===== src/rtl/if_fetch_queue_if.sv =====
// Bus, redirect and decode handshake bundle for the instruction fetch queue.
interface if_fetch_queue_if;
  logic        fetch_stall;
  logic        redirect_valid;
  logic [31:0] redirect_pc;
  logic        inst_sram_req;
  logic [31:0] inst_sram_addr;
  logic        inst_sram_addr_ok;
  logic        inst_sram_data_ok;
  logic [31:0] inst_sram_rdata;
  logic        ds_allowin;
  logic        fs_to_ds_valid;
  logic [31:0] fs_to_ds_pc;
  logic [31:0] fs_to_ds_inst;
  logic        fs_to_ds_adel;

  // Environment side: drives control, bus responses and decode back-pressure.
  modport master (
    output fetch_stall, redirect_valid, redirect_pc,
    output inst_sram_addr_ok, inst_sram_data_ok, inst_sram_rdata,
    output ds_allowin,
    input  inst_sram_req, inst_sram_addr,
    input  fs_to_ds_valid, fs_to_ds_pc, fs_to_ds_inst, fs_to_ds_adel
  );

  // Fetch queue side.
  modport slave (
    input  fetch_stall, redirect_valid, redirect_pc,
    input  inst_sram_addr_ok, inst_sram_data_ok, inst_sram_rdata,
    input  ds_allowin,
    output inst_sram_req, inst_sram_addr,
    output fs_to_ds_valid, fs_to_ds_pc, fs_to_ds_inst, fs_to_ds_adel
  );
endinterface


===== src/rtl/if_fetch_queue.sv =====
// Instruction fetch queue: issues in-order fetch requests, tracks the PCs of
// accepted requests, drops responses belonging to flushed requests, and
// buffers returned instructions for decode.
module if_fetch_queue #(
  parameter logic [31:0] RESET_PC        = 32'hbfc00000,
  parameter int unsigned MAX_OUTSTANDING = 2,
  parameter int unsigned IBUF_DEPTH      = 4
) (
  input  logic           clk,
  input  logic           reset,
  if_fetch_queue_if.slave bus
);

  localparam int unsigned PW = (MAX_OUTSTANDING > 1) ? $clog2(MAX_OUTSTANDING) : 1;
  localparam int unsigned OW = $clog2(MAX_OUTSTANDING + 1);
  localparam int unsigned DW = $clog2(2 * MAX_OUTSTANDING + 1);
  localparam int unsigned BW = $clog2(IBUF_DEPTH);
  localparam int unsigned CW = $clog2(IBUF_DEPTH + 1);

  logic [31:0]   r_fetch_pc;
  logic          r_halted;

  logic [31:0]   r_pend_pc [MAX_OUTSTANDING];
  logic [PW-1:0] r_pend_rd;
  logic [PW-1:0] r_pend_wr;
  logic [OW-1:0] r_pend_cnt;

  logic [DW-1:0] r_disc_cnt;

  logic [31:0]   r_buf_pc   [IBUF_DEPTH];
  logic [31:0]   r_buf_inst [IBUF_DEPTH];
  logic          r_buf_adel [IBUF_DEPTH];
  logic [BW-1:0] r_buf_rd;
  logic [BW-1:0] r_buf_wr;
  logic [CW-1:0] r_buf_cnt;

  logic          w_aligned;
  logic          w_fetch_ok;
  logic          w_room;
  logic          w_req;
  logic          w_accept;
  logic          w_adel_wr;
  logic          w_data_live;
  logic          w_buf_wr;
  logic          w_buf_rd;
  logic          w_head_valid;
  logic [31:0]   w_wr_pc;
  logic [31:0]   w_wr_inst;

  // Pending FIFO depth need not be a power of two, so wrap explicitly.
  function automatic logic [PW-1:0] f_pend_next(input logic [PW-1:0] p);
    return (p == PW'(MAX_OUTSTANDING - 1)) ? '0 : p + PW'(1);
  endfunction

  // Issue/admit decisions. Buffer slots are reserved for every live request,
  // so a returning instruction always finds room; discarded responses never
  // occupy the buffer and therefore do not count against it.
  always_comb begin
    w_aligned    = (r_fetch_pc[1:0] == 2'b00);
    w_fetch_ok   = ~reset & ~bus.fetch_stall & ~bus.redirect_valid & ~r_halted;
    w_room       = (32'(r_pend_cnt) + 32'(r_buf_cnt)) < IBUF_DEPTH;
    w_req        = w_fetch_ok & w_aligned & (32'(r_pend_cnt) < MAX_OUTSTANDING) & w_room;
    w_accept     = w_req & bus.inst_sram_addr_ok;
    // Misaligned PC: only once nothing is in flight, so the error entry stays in order.
    w_adel_wr    = w_fetch_ok & ~w_aligned & (r_pend_cnt == '0) & w_room;
    w_data_live  = bus.inst_sram_data_ok & (r_disc_cnt == '0);
    w_buf_wr     = (w_data_live & ~bus.redirect_valid) | w_adel_wr;
    w_head_valid = (r_buf_cnt != '0);
    w_buf_rd     = w_head_valid & bus.ds_allowin;
    w_wr_pc      = w_adel_wr ? r_fetch_pc : r_pend_pc[r_pend_rd];
    w_wr_inst    = w_adel_wr ? '0 : bus.inst_sram_rdata;
  end

  assign bus.inst_sram_req  = w_req;
  assign bus.inst_sram_addr = r_fetch_pc;
  assign bus.fs_to_ds_valid = w_head_valid;
  assign bus.fs_to_ds_pc    = w_head_valid ? r_buf_pc[r_buf_rd]   : '0;
  assign bus.fs_to_ds_inst  = w_head_valid ? r_buf_inst[r_buf_rd] : '0;
  assign bus.fs_to_ds_adel  = w_head_valid ? r_buf_adel[r_buf_rd] : 1'b0;

  // Fetch PC and the halt-after-address-error flag.
  always_ff @(posedge clk or posedge reset) begin
    if (reset) begin
      r_fetch_pc <= RESET_PC;
      r_halted   <= 1'b0;
    end else if (bus.redirect_valid) begin
      r_fetch_pc <= bus.redirect_pc;
      r_halted   <= 1'b0;
    end else begin
      if (w_accept)  r_fetch_pc <= r_fetch_pc + 32'd4;
      if (w_adel_wr) r_halted   <= 1'b1;
    end
  end

  // Pending-PC FIFO control: push on accept, pop on a live response.
  always_ff @(posedge clk or posedge reset) begin
    if (reset) begin
      r_pend_rd  <= '0;
      r_pend_wr  <= '0;
      r_pend_cnt <= '0;
    end else if (bus.redirect_valid) begin
      r_pend_rd  <= '0;
      r_pend_wr  <= '0;
      r_pend_cnt <= '0;
    end else begin
      if (w_accept)    r_pend_wr <= f_pend_next(r_pend_wr);
      if (w_data_live) r_pend_rd <= f_pend_next(r_pend_rd);
      case ({w_accept, w_data_live})
        2'b10:   r_pend_cnt <= r_pend_cnt + OW'(1);
        2'b01:   r_pend_cnt <= r_pend_cnt - OW'(1);
        default: r_pend_cnt <= r_pend_cnt;
      endcase
    end
  end

  // Pending-PC storage.
  always_ff @(posedge clk) begin
    if (w_accept) r_pend_pc[r_pend_wr] <= r_fetch_pc;
  end

  // Discard counter: responses still owed to flushed requests. A response
  // arriving in the redirect cycle settles one of them immediately.
  always_ff @(posedge clk or posedge reset) begin
    if (reset) begin
      r_disc_cnt <= '0;
    end else if (bus.redirect_valid) begin
      r_disc_cnt <= r_disc_cnt + DW'(r_pend_cnt) - DW'(bus.inst_sram_data_ok);
    end else if (bus.inst_sram_data_ok && r_disc_cnt != '0) begin
      r_disc_cnt <= r_disc_cnt - DW'(1);
    end
  end

  // Instruction buffer control.
  always_ff @(posedge clk or posedge reset) begin
    if (reset) begin
      r_buf_rd  <= '0;
      r_buf_wr  <= '0;
      r_buf_cnt <= '0;
    end else if (bus.redirect_valid) begin
      r_buf_rd  <= '0;
      r_buf_wr  <= '0;
      r_buf_cnt <= '0;
    end else begin
      if (w_buf_wr) r_buf_wr <= r_buf_wr + BW'(1);
      if (w_buf_rd) r_buf_rd <= r_buf_rd + BW'(1);
      case ({w_buf_wr, w_buf_rd})
        2'b10:   r_buf_cnt <= r_buf_cnt + CW'(1);
        2'b01:   r_buf_cnt <= r_buf_cnt - CW'(1);
        default: r_buf_cnt <= r_buf_cnt;
      endcase
    end
  end

  // Instruction buffer storage.
  always_ff @(posedge clk) begin
    if (w_buf_wr) begin
      r_buf_pc[r_buf_wr]   <= w_wr_pc;
      r_buf_inst[r_buf_wr] <= w_wr_inst;
      r_buf_adel[r_buf_wr] <= w_adel_wr;
    end
  end

  a_no_spurious_data_ok: assert property (
    @(posedge clk) disable iff (reset)
      !(bus.inst_sram_data_ok && r_pend_cnt == '0 && r_disc_cnt == '0)
  );

endmodule


===== src/flat_wrapper.sv =====
// flat-port wrapper written by rule: the top's interface ports become plain ports
module if_fetch_queue_flat 
#(
  parameter logic [31:0] RESET_PC        = 32'hbfc00000,
  parameter int unsigned MAX_OUTSTANDING = 2,
  parameter int unsigned IBUF_DEPTH      = 4
)
  (clk, reset, bus_fetch_stall, bus_redirect_valid, bus_redirect_pc, bus_inst_sram_addr_ok, bus_inst_sram_data_ok, bus_inst_sram_rdata, bus_ds_allowin, bus_inst_sram_req, bus_inst_sram_addr, bus_fs_to_ds_valid, bus_fs_to_ds_pc, bus_fs_to_ds_inst, bus_fs_to_ds_adel);
  if_fetch_queue_if bus_i ();
  input  logic clk;
  input  logic reset;
  input wire logic [$bits(bus_i.fetch_stall)-1:0] bus_fetch_stall;
  input wire logic [$bits(bus_i.redirect_valid)-1:0] bus_redirect_valid;
  input wire logic [$bits(bus_i.redirect_pc)-1:0] bus_redirect_pc;
  input wire logic [$bits(bus_i.inst_sram_addr_ok)-1:0] bus_inst_sram_addr_ok;
  input wire logic [$bits(bus_i.inst_sram_data_ok)-1:0] bus_inst_sram_data_ok;
  input wire logic [$bits(bus_i.inst_sram_rdata)-1:0] bus_inst_sram_rdata;
  input wire logic [$bits(bus_i.ds_allowin)-1:0] bus_ds_allowin;
  output wire logic [$bits(bus_i.inst_sram_req)-1:0] bus_inst_sram_req;
  output wire logic [$bits(bus_i.inst_sram_addr)-1:0] bus_inst_sram_addr;
  output wire logic [$bits(bus_i.fs_to_ds_valid)-1:0] bus_fs_to_ds_valid;
  output wire logic [$bits(bus_i.fs_to_ds_pc)-1:0] bus_fs_to_ds_pc;
  output wire logic [$bits(bus_i.fs_to_ds_inst)-1:0] bus_fs_to_ds_inst;
  output wire logic [$bits(bus_i.fs_to_ds_adel)-1:0] bus_fs_to_ds_adel;
  assign bus_i.fetch_stall = bus_fetch_stall;
  assign bus_i.redirect_valid = bus_redirect_valid;
  assign bus_i.redirect_pc = bus_redirect_pc;
  assign bus_i.inst_sram_addr_ok = bus_inst_sram_addr_ok;
  assign bus_i.inst_sram_data_ok = bus_inst_sram_data_ok;
  assign bus_i.inst_sram_rdata = bus_inst_sram_rdata;
  assign bus_i.ds_allowin = bus_ds_allowin;
  assign bus_inst_sram_req = bus_i.inst_sram_req;
  assign bus_inst_sram_addr = bus_i.inst_sram_addr;
  assign bus_fs_to_ds_valid = bus_i.fs_to_ds_valid;
  assign bus_fs_to_ds_pc = bus_i.fs_to_ds_pc;
  assign bus_fs_to_ds_inst = bus_i.fs_to_ds_inst;
  assign bus_fs_to_ds_adel = bus_i.fs_to_ds_adel;
  if_fetch_queue #(.RESET_PC(RESET_PC), .MAX_OUTSTANDING(MAX_OUTSTANDING), .IBUF_DEPTH(IBUF_DEPTH)) u_core (.clk(clk), .reset(reset), .bus(bus_i));
endmodule

===== config.mk =====
export PLATFORM = sky130hd
export DESIGN_NAME = if_fetch_queue_flat
export DESIGN_NICKNAME = d
export VERILOG_FILES = /design/src/rtl/if_fetch_queue_if.sv /design/src/rtl/if_fetch_queue.sv /design/src/flat_wrapper.sv
export SDC_FILE = /design/constraint.sdc
export NUM_CORES = 1
export LEC_CHECK = 0
export CAP_MARGIN = 10
export CORE_UTILIZATION = 42
export CTS_CLUSTER_SIZE = 12
export DETAILED_ROUTE_END_ITERATION = 8
export DONT_BUFFER_PORTS = 1
export SLEW_MARGIN = 15
export SYNTH_ARGS = -nofsm -noshare
export SYNTH_HDL_FRONTEND = slang
export SYNTH_SLANG_ARGS = --single-unit

===== constraint.sdc =====
create_clock -name clk -period 4.8 [get_ports clk]
set_input_delay 0.96 -clock clk [delete_from_list [all_inputs] [get_ports clk]]
set_output_delay 0.96 -clock clk [all_outputs]
set_load 0.01 [all_outputs]

* Word-level counts from Yosys, hierarchy flattened
Memories as Yosys holds them, arrays and structs flattened.
Index checks and enable logic that the tools add are counted.
** Word-level totals
- Register bits :: 47
- Memories :: 4
- Output and inout port bits :: 99
- Word-level logic and storage cells :: 94
- Bits in writable memories :: 324
** Memory list
- u_core.r_buf_inst :: words 4, width 32, read ports 1, clocked after Yosys merged registers in 0, write ports 1, RTL line if_fetch_queue.sv:31 : logic [31:0] r_buf_inst [IBUF_DEPTH];
- u_core.r_buf_pc :: words 4, width 32, read ports 1, clocked after Yosys merged registers in 0, write ports 1, RTL line if_fetch_queue.sv:30 : logic [31:0] r_buf_pc [IBUF_DEPTH];
- u_core.r_pend_pc :: words 2, width 32, read ports 1, clocked after Yosys merged registers in 0, write ports 1, RTL line if_fetch_queue.sv:23 : logic [31:0] r_pend_pc [MAX_OUTSTANDING];
- u_core.r_buf_adel :: words 4, width 1, read ports 1, clocked after Yosys merged registers in 0, write ports 1, RTL line if_fetch_queue.sv:32 : logic r_buf_adel [IBUF_DEPTH];
** Cells by class
- Mux-type cells :: 29
- Bitwise logic cells :: 19
- Eq/ne operators :: 4
- Order comparisons :: 2
- Reductions and logical operators :: 14
- $add $sub $neg :: 13
** Operator list (count)
- 32-bit 2-to-1 mux :: 6
- 32-bit by 3-bit adder with 32-bit output (second input constant) :: 1
- 32-bit by 3-bit < comparator with 1-bit output (second input constant) :: 1
- 1-bit bitwise AND :: 13
- 1-bit 2-to-1 mux :: 13
- 2-bit nonzero test :: 6
- 3-bit nonzero test :: 4
- 2-bit 2-to-1 mux :: 5
- 3-bit 2-to-1 mux :: 3
- 2-bit by 1-bit adder with 2-bit output (second input constant) :: 3
- 3-bit case mux with 2 select lines :: 1
- 3-bit by 1-bit subtractor with 3-bit output (second input constant) :: 2
- 1-bit inverter :: 5
- 2-bit by 3-bit adder with 4-bit output :: 1
- 2-bit by 1-bit equality test with 1-bit output (second input constant) :: 2
- 2-bit equality test (second input constant) :: 2
- 2-bit logical NOT :: 2
- 2-bit case mux with 2 select lines :: 1
- 3-bit by 1-bit adder with 3-bit output (second input constant) :: 1
- 3-bit by 2-bit adder with 3-bit output :: 1
- 3-bit logical NOT :: 1
- 3-bit by 1-bit subtractor with 3-bit output :: 1
- 1-bit adder (second input constant) :: 2
- 2-bit < comparator (second input constant) :: 1
- other kinds (3) :: 3

* Depth between registers and ports, before layout
Gate-level depths: netlist (run 1).
- Depth in word-level cells :: 11
- Depth in mapped cells :: 11
- Depth with buffers taken out :: 11

* Worst setup path after synthesis (run 1)
OpenSTA, ideal clock, no wires.
- Path kind :: input to register
- From :: in reset
- To :: mem u_core.r_buf_adel[0], enable pin
- Arrival time :: 5.146 ns
- Path buffers :: 0
- Slack :: -0.842 ns
- Stages on the path :: 5
- Required time :: 4.304 ns
- Cell sequence :: or4_4 > or4_4 > inv_2 > a21oi_1 > nor2b_1
** On the way
- Word-level cells in the longest chain between the ends :: 10
** RTL lines
- start: declaration :: RTL line flat_wrapper.sv:11 : input logic reset;
- 1-bit inverter :: RTL line if_fetch_queue.sv:60 : w_fetch_ok = ~reset & ~bus.fetch_stall & ~bus.redirect_valid & ~r_halted;
- 1-bit bitwise AND (3 in series) :: RTL line if_fetch_queue.sv:60
- 1-bit bitwise AND (3 in series) :: RTL line if_fetch_queue.sv:65 : w_adel_wr = w_fetch_ok & ~w_aligned & (r_pend_cnt == '0) & w_room;
- 1-bit bitwise OR :: RTL line if_fetch_queue.sv:67 : w_buf_wr = (w_data_live & ~bus.redirect_valid) | w_adel_wr;
- 1-bit 2-to-1 mux :: RTL line if_fetch_queue.sv:156 : if (w_buf_wr) begin
- 1-bit 2-to-1 mux (implied by the code) :: RTL line if_fetch_queue.sv:159 : r_buf_adel[r_buf_wr] <= w_adel_wr;
- end: declaration :: RTL line if_fetch_queue.sv:32
Every way passes these cells.

* Final worst setup path (run 1)
- From :: reg u_core.r_buf_cnt[1]
- To :: reg u_core.r_buf_cnt[2]
** On the way
- Word-level cells in the longest chain between the ends :: 7
- Elaborated cells on any way between the ends :: 13
** RTL lines
- start: declaration :: RTL line if_fetch_queue.sv:35 : logic [CW-1:0] r_buf_cnt;
- start signal: assignment :: RTL line if_fetch_queue.sv:147 : 2'b10: r_buf_cnt <= r_buf_cnt + CW'(1);
- start signal: assignment :: RTL line if_fetch_queue.sv:148 : 2'b01: r_buf_cnt <= r_buf_cnt - CW'(1);
- start signal: assignment :: RTL line if_fetch_queue.sv:149 : default: r_buf_cnt <= r_buf_cnt;
- 2-bit by 3-bit adder with 4-bit output :: RTL line if_fetch_queue.sv:61 : w_room = (32'(r_pend_cnt) + 32'(r_buf_cnt)) < IBUF_DEPTH;
- 32-bit by 3-bit < comparator with 1-bit output :: RTL line if_fetch_queue.sv:61
- 1-bit bitwise AND :: RTL line if_fetch_queue.sv:65
- 1-bit bitwise OR :: RTL line if_fetch_queue.sv:67
- 2-bit by 1-bit equality test with 1-bit output or 2-bit equality test (tied branches) :: RTL line if_fetch_queue.sv:146 : case ({w_buf_wr, w_buf_rd})
- 3-bit case mux with 2 select lines :: RTL line if_fetch_queue.sv:146
- 3-bit 2-to-1 mux :: RTL line if_fetch_queue.sv:139 : end else if (bus.redirect_valid) begin
Several ways; a longest one is shown, not always the timed one.
A chain may end at the register's enable or synchronous reset.

==> impl_metrics.toml, run 1 <==
[status]
outcome = "complete, no violations"

[clock_tree]
worstSkewPairLatency_ns = 0.53
clockBufferDepth = 3
clk_pin_slew_worst_paths_ns = 0.06
clock-root-buffer = "clkbuf_16"
cts_buffers = 40
cts-resized-gates = 0
holdBufCountCts = 0
clock-sinks = 371
post-cts-setup-buffers = 0
cts_tree = "yes"
cts.htree.levels = 2

[layout]
layout_common_cells = "edfxtp_1, and2_1, nand2_1"
area_growth_pct = 11.4
fillers = 3084
drive_gt1_share_pct = 16.0
antennaDiodeCount = 0
final_nets = 1039
stdcell_count = 1449
mostFrequentLayoutCell = "edfxtp_1"

[job]
drv_cap = 0

[route]
drtAntennaViolNets = 0
viasPerCell = 5.55
wirelength_um = 33000
vias = 8039
first_iter_violations = 614
first_pass_iters = 5
wl_per_cell_um = 22.7
drc = 0

[critical_path]
endpoint_kind = "flop"
crit_cells = 10
crit_fanout = 33
slowest_delay_ns = 0.74
startpoint = "u_core.r_buf_cnt[1]"
crit_family = "simple AND/OR/NAND/NOR gates"
path_class = "reg -> reg"
cp_num_buf_inv = 1
worst_ep_required_time_ns = 5.20
crit_slowest_cell = "or4_4"
ff2ff_path_depth = 10
r2r-start = "u_core.r_buf_cnt[1]"
worst_setup_path_start_kind = "flop"
crit_top_cell = "or4_4"
crit_arrival_ns = 3.91
crit_chain = "ha_1, or4_4, or4_4, inv_2, a21oi_1, nor2b_1, fa_1, o32a_1, xor2_1, nor2_1"

[timing]
drv_slew = 0
whs_ns = 0.482
grt_setup_unrepaired = "false"
fin_crit_ns = 3.50
skew_ns = 0.0184
fmax_ghz = 0.285
fin_crit_sh_pct = 73.0
relSlewSlack_pct = 23.8
hold_viol = 0
tightest_slew_ns = 1.14
setup_viol = 0

[floorplan]
pin_count = 170
row_count = 70
fp.dieArea_sq_um = 37700
dieHeight_um = 194
die_width_um = 194
coreArea_sq_um = 36500
start_util_pct = 42.5

[global_routing]
grt_pass1_wl_um = 50600
antenna_found_initial = 2
grt-ovfl-total = 0
groute.usage.overall_pct = 17.7
first_global_vias = 8267
grt_max_degree = 71

[place]
place_inst = 1381
port-buffer-count = 0
dpl.hpwl_um = 19600
gp_congestion = 0.772

[power_and_ir_drop]
p_leak_nw = 5.53
ir_worst_vdd_mv = 0.399
power_density_nw_per_um2 = 501

[yosys]
synth_area_sq_um = 15500
synth_cell_type_count = 52
ys_warn_count = 0
ys_seq_elements = 371
syn_inst = 947
synthesis.nets = 1031
avgSynthCellArea_sq_um = 16.4
seq_area_frac_synth_pct = 70.3
synth_ff_type = "edfxtp_1"
synth_edf_count = 324
synthArstFlopShare_pct = 12.7

[min_path]
holdCritPathClass = "in -> async"
==> sequential cells by signal (all words and copies together) (netlist names) <==
name                       count
u_core.r_buf_inst            128
u_core.r_disc_cnt              3
u_core.r_pend_cnt              2
u_core.r_pend_rd               1
u_core.r_halted                1
u_core.r_pend_wr               1
u_core.r_pend_pc              64
u_core.r_buf_cnt               3
u_core.r_buf_pc              128
u_core.bus.inst_sram_addr     32
u_core.r_buf_wr                2
u_core.r_buf_rd                2
u_core.r_buf_adel              4
==> cell type report <==
class	instances	area, sq um	area share, %
Clock inverter	16	108	0.622
Multi-Input combinational cell	508	4350	25.2
Inverter	17	63.8	0.369
Sequential cell	371	10900	63.2
Timing Repair Buffer	17	165	0.955
Tap cell	468	586	3.39
Clock buffer	52	1090	6.30
==> cell usage after synthesis (2+ instances only) <==
library cell	instances	area (sq um)
or3_1	8	50.1
dfstp_2	9	236
o21bai_1	5	37.5
inv_1	16	60.1
nand3b_1	2	15.0
a22oi_1	2	15.0
fa_1	2	40.0
nor3b_1	3	22.5
and3_1	5	31.3
nor3_1	3	15.0
a31oi_1	5	31.3
buf_1	3	11.3
nor2_1	28	105
buf_2	9	45.0
nand4_1	15	93.8
and2_1	102	638
ha_1	11	138
o311ai_0	4	35.0
xnor2_1	8	70.1
or4_4	2	22.5
mux4_2	65	1460
mux2_2	3	33.8
or4_1	5	37.5
xor2_1	9	78.8
o31ai_1	2	15.0
buf_4	5	37.5
nor2b_1	5	31.3
o21ai_0	41	205
nand3_1	24	120
a221o_1	6	60.1
nor4_1	6	37.5
edfxtp_1	324	9730
nand2_1	66	248
a21o_1	2	15.0
clkbuf_1	34	128
a21oi_1	7	35.0
dfrtp_1	38	951
o211ai_1	8	60.1
mux2i_1	40	400
o21ai_1	3	15.0
==> path summary, 6_finish.rpt <==
check,slack [ns],to
hold / removal,0.48,u_core.bus.inst_sram_addr[30]
min in group clk,0.51,u_core.r_disc_cnt[2]
setup / recovery,1.30,u_core.r_buf_cnt[2]
setup reg to reg,1.30,u_core.r_buf_cnt[2]
max in group asynchronous,3.83,u_core.r_buf_rd[0]
hold reg to reg,0.51,u_core.r_disc_cnt[2]
==> report_power, final <==
group / internal [mW] / leakage, nW / total [mW] / switching [mW]
Clock: 1.64 / 0.580 / 2.82 / 1.17
Sequential: 3.79 / 3.50 / 4.05 / 0.258
Combinational: 0.771 / 1.45 / 1.79 / 1.02
==> per-layer routing <==
metal  vias to the layer above  part of all wire (%)  track usage [%]
met2                       271                    48             28.8
li1                       3670                     -                -
met1                      4051                    43             23.8
met3                        45                   7.4             4.52
met4                         2                   1.6             4.70
met5                         -                 0.030                0
==> cell families (layout without fill, tap and decap cells) <==
logic type	count (synthesis)	in the layout	synth area share (%)
AO/OA/AOI/OAI	92	92	3.79
multiplexers	108	108	12.2
buffers and inverters	68	102	1.84
flip-flops	371	371	70.3
AND/OR/NAND/NOR	278	278	9.71
XOR/XNOR	17	17	0.959
adder cells (fa/ha/maj)	13	13	1.14
==> per-stage QoR <==
step	TNS (ns)	cell area, sq um	utilization, %	total power, mW	worst slack [ns]
4_1_cts	0	17300	47.3	8.81	1.28
6_report	0	17300	47.3	8.66	1.30
3_5_place_dp	0	16100	44.1	5.98	0.923
2_1_floorplan	-218.97	15500	-	5.48	-0.842
5_1_grt	0	17300	47.3	9.08	1.11
3_3_place_gp	0	16100	44.1	5.95	0.940
No activity file was read; power rests on OpenSTA's default activity.
==> run 2: changes to the inputs <==
==> constraint.sdc (replaced) <==
create_clock -name clk -period 2.95 [get_ports clk]
set_input_delay 0.59 -clock clk [delete_from_list [all_inputs] [get_ports clk]]
set_output_delay 0.59 -clock clk [all_outputs]
set_load 0.01 [all_outputs]
==> run 2 against run 1 <==
  * Clock power up 71%
  * Routed wire length up 1.3%
  * Highest routed layer is now met4
  * Global-route usage up 0.29 points
  * Cell count up 2.6%
  * Largest cell class unchanged
  * Sequential share of layout area down 1.8 points
==> impl_metrics.toml, run 2 (same netlist as run 1, synthesis figures left out) <==
[clock_tree]
cts.htree.levels = 2
worstSkewPairLatency_ns = 0.55
clock-sinks = 371
cts-resized-gates = 0
clk_pin_slew_worst_paths_ns = 0.06
cts_tree = "yes"
clock-root-buffer = "clkbuf_16"
holdBufCountCts = 0
cts_buffers = 41
clockBufferDepth = 3

[layout]
seq_area_sq_um = 10900
fillers = 3087
layout_common_cells = "edfxtp_1, and2_1, nand2_1"
top_regs = "u_core.r_buf_inst: 128 flops, u_core.r_buf_pc: 128 flops, u_core.r_pend_pc: 64 flops"
multi_input_area_sq_um = 4370
final_nets = 1077
antennaDiodeCount = 0
fin_area_sq_um = 17800
mostFrequentLayoutCell = "edfxtp_1"
fin_util_pct = 48.7
area_growth_pct = 14.6
drive_gt1_share_pct = 19.9

[timing]
fin_crit_sh_pct = 95.5
drv_slew = 0
relSlewSlack_pct = 55.7
setup_viol = 0
skew_ns = 0.0178
grt_setup_unrepaired = "false"
hold_viol = 0
fin_crit_ns = 2.82
fmax_ghz = 0.355
tightest_slew_ns = 0.665

[critical_path]
worst_ep_required_time_ns = 3.39
slowest_delay_ns = 0.48
path_class = "reg -> reg"
crit_chain = "ha_1, or4_4, or4_4, inv_4, a21oi_4, nor2b_1, fa_2, o32a_1, xor2_1, nor2_1"
crit_arrival_ns = 3.25
endpoint_kind = "flop"
crit_slowest_cell = "or4_4"
timing.reg2reg.setup_slack_ns = 0.13
crit_top_cell = "or4_4"
crit_fanout = 4
worst_setup_path_start_kind = "flop"

[floorplan]
pin_count = 170
row_count = 70
die_width_um = 194
dieHeight_um = 194
start_util_pct = 42.5
coreArea_sq_um = 36500
fp.dieArea_sq_um = 37700

[place]
dpl.hpwl_um = 20700
port-buffer-count = 0
gp_congestion = 0.807
dpl_cell_area_sq_um = 16500

[global_routing]
antenna_found_initial = 0
grt_pass1_wl_um = 51800
grt-ovfl-total = 0
groute.usage.overall_pct = 18.0
grt_max_degree = 71
first_global_vias = 8459

[power_and_ir_drop]
p_leak_nw = 5.79
power_density_nw_per_um2 = 824
total_power_mw = 14.7
ir_worst_vdd_mv = 0.404

[route]
drc = 0
wirelength_um = 33400
wl_per_cell_um = 22.5
first_iter_violations = 513
vias = 8243
first_pass_iters = 5
viasPerCell = 5.54
drtAntennaViolNets = 0

[status]
outcome = "complete, no violations"

[job]
drv_cap = 0

[min_path]
holdCritPathClass = "in -> async"
## run 2: cell count changes in the layout (fill, tap and decap cells not counted), moves of 3 or more
cell      before  now
buf_12         3   15
clkinv_2       4    7
buf_4         14   39
clkinv_1      10    6
## run 2: worst paths after layout
kind                            cells past startpoint                 start                           end
max in group asynchronous                           2                 reset  u_core.bus.inst_sram_addr[2]
worst max-delay path                               10  u_core.r_pend_cnt[1]           u_core.r_buf_cnt[2]
min in group clk                                    1    bus_redirect_valid            u_core.r_buf_rd[1]
worst min-delay path                                1                 reset           u_core.r_buf_cnt[1]
worst max register to register                     10  u_core.r_pend_cnt[1]           u_core.r_buf_cnt[2]
worst min register to register                      1       u_core.r_halted               u_core.r_halted
## run 2: area by class of cell
class | count | area share [%]
repair buffers | 54 | 3.33
clock buffers | 49 | 5.93
flip-flops and latches | 371 | 61.4
multi-input cells | 508 | 24.6
clock inverters | 20 | 1.10
well taps | 468 | 3.29
inverters | 17 | 0.373
## run 2: where the power goes
part | switching (mW) | internal (mW) | leakage, nW
Clock | 2.01 | 2.82 | 0.619
Sequential | 0.245 | 6.16 | 3.50
Combinational | 1.97 | 1.46 | 1.68
Total | 4.22 | 10.4 | 5.79
## run 2: critical path, delay by kind of cell (launching register included)
kind,cells,cell delay [ns]
compound gates,2,0.39
xor+xnor,1,0.15
fa+ha+maj,2,0.53
buf+inv,1,0.10
flops,1,0.40
simple gates,4,1.12
## run 2: metrics by stage
step                hold slack, ns  worst slack [ns]  instances  TNS, ns
CTS                         0.0155           0.00874       1486        0
detailed placement           0.487            0.0995       1412        0
floorplan                    0.465            -0.242        947   -62.94
global route                0.0538          0.000493       1487        0
global placement             0.480             0.107       1412        0
finish                      0.0143             0.134       1487        0
## run 2: per-layer routing
metal / vias up / routed length [um] / GRT usage [%]
li1: 3752 / - / -
met1: 4188 / 15100 / 25.9
met2: 267 / 15400 / 27.7
met3: 36 / 2370 / 4.26
met4: 0 / 505 / 4.47
met5: - / 0 / 0
## run 2: timing repair
| item | CTS | global route |
|---|---|---|
| endpoints found under the hold margin | 0 | 0 |
| pin swaps | 0 | 1 |
| endpoints found under the setup margin | 19 | 1 |
| buffers inserted | 5 | 1 |
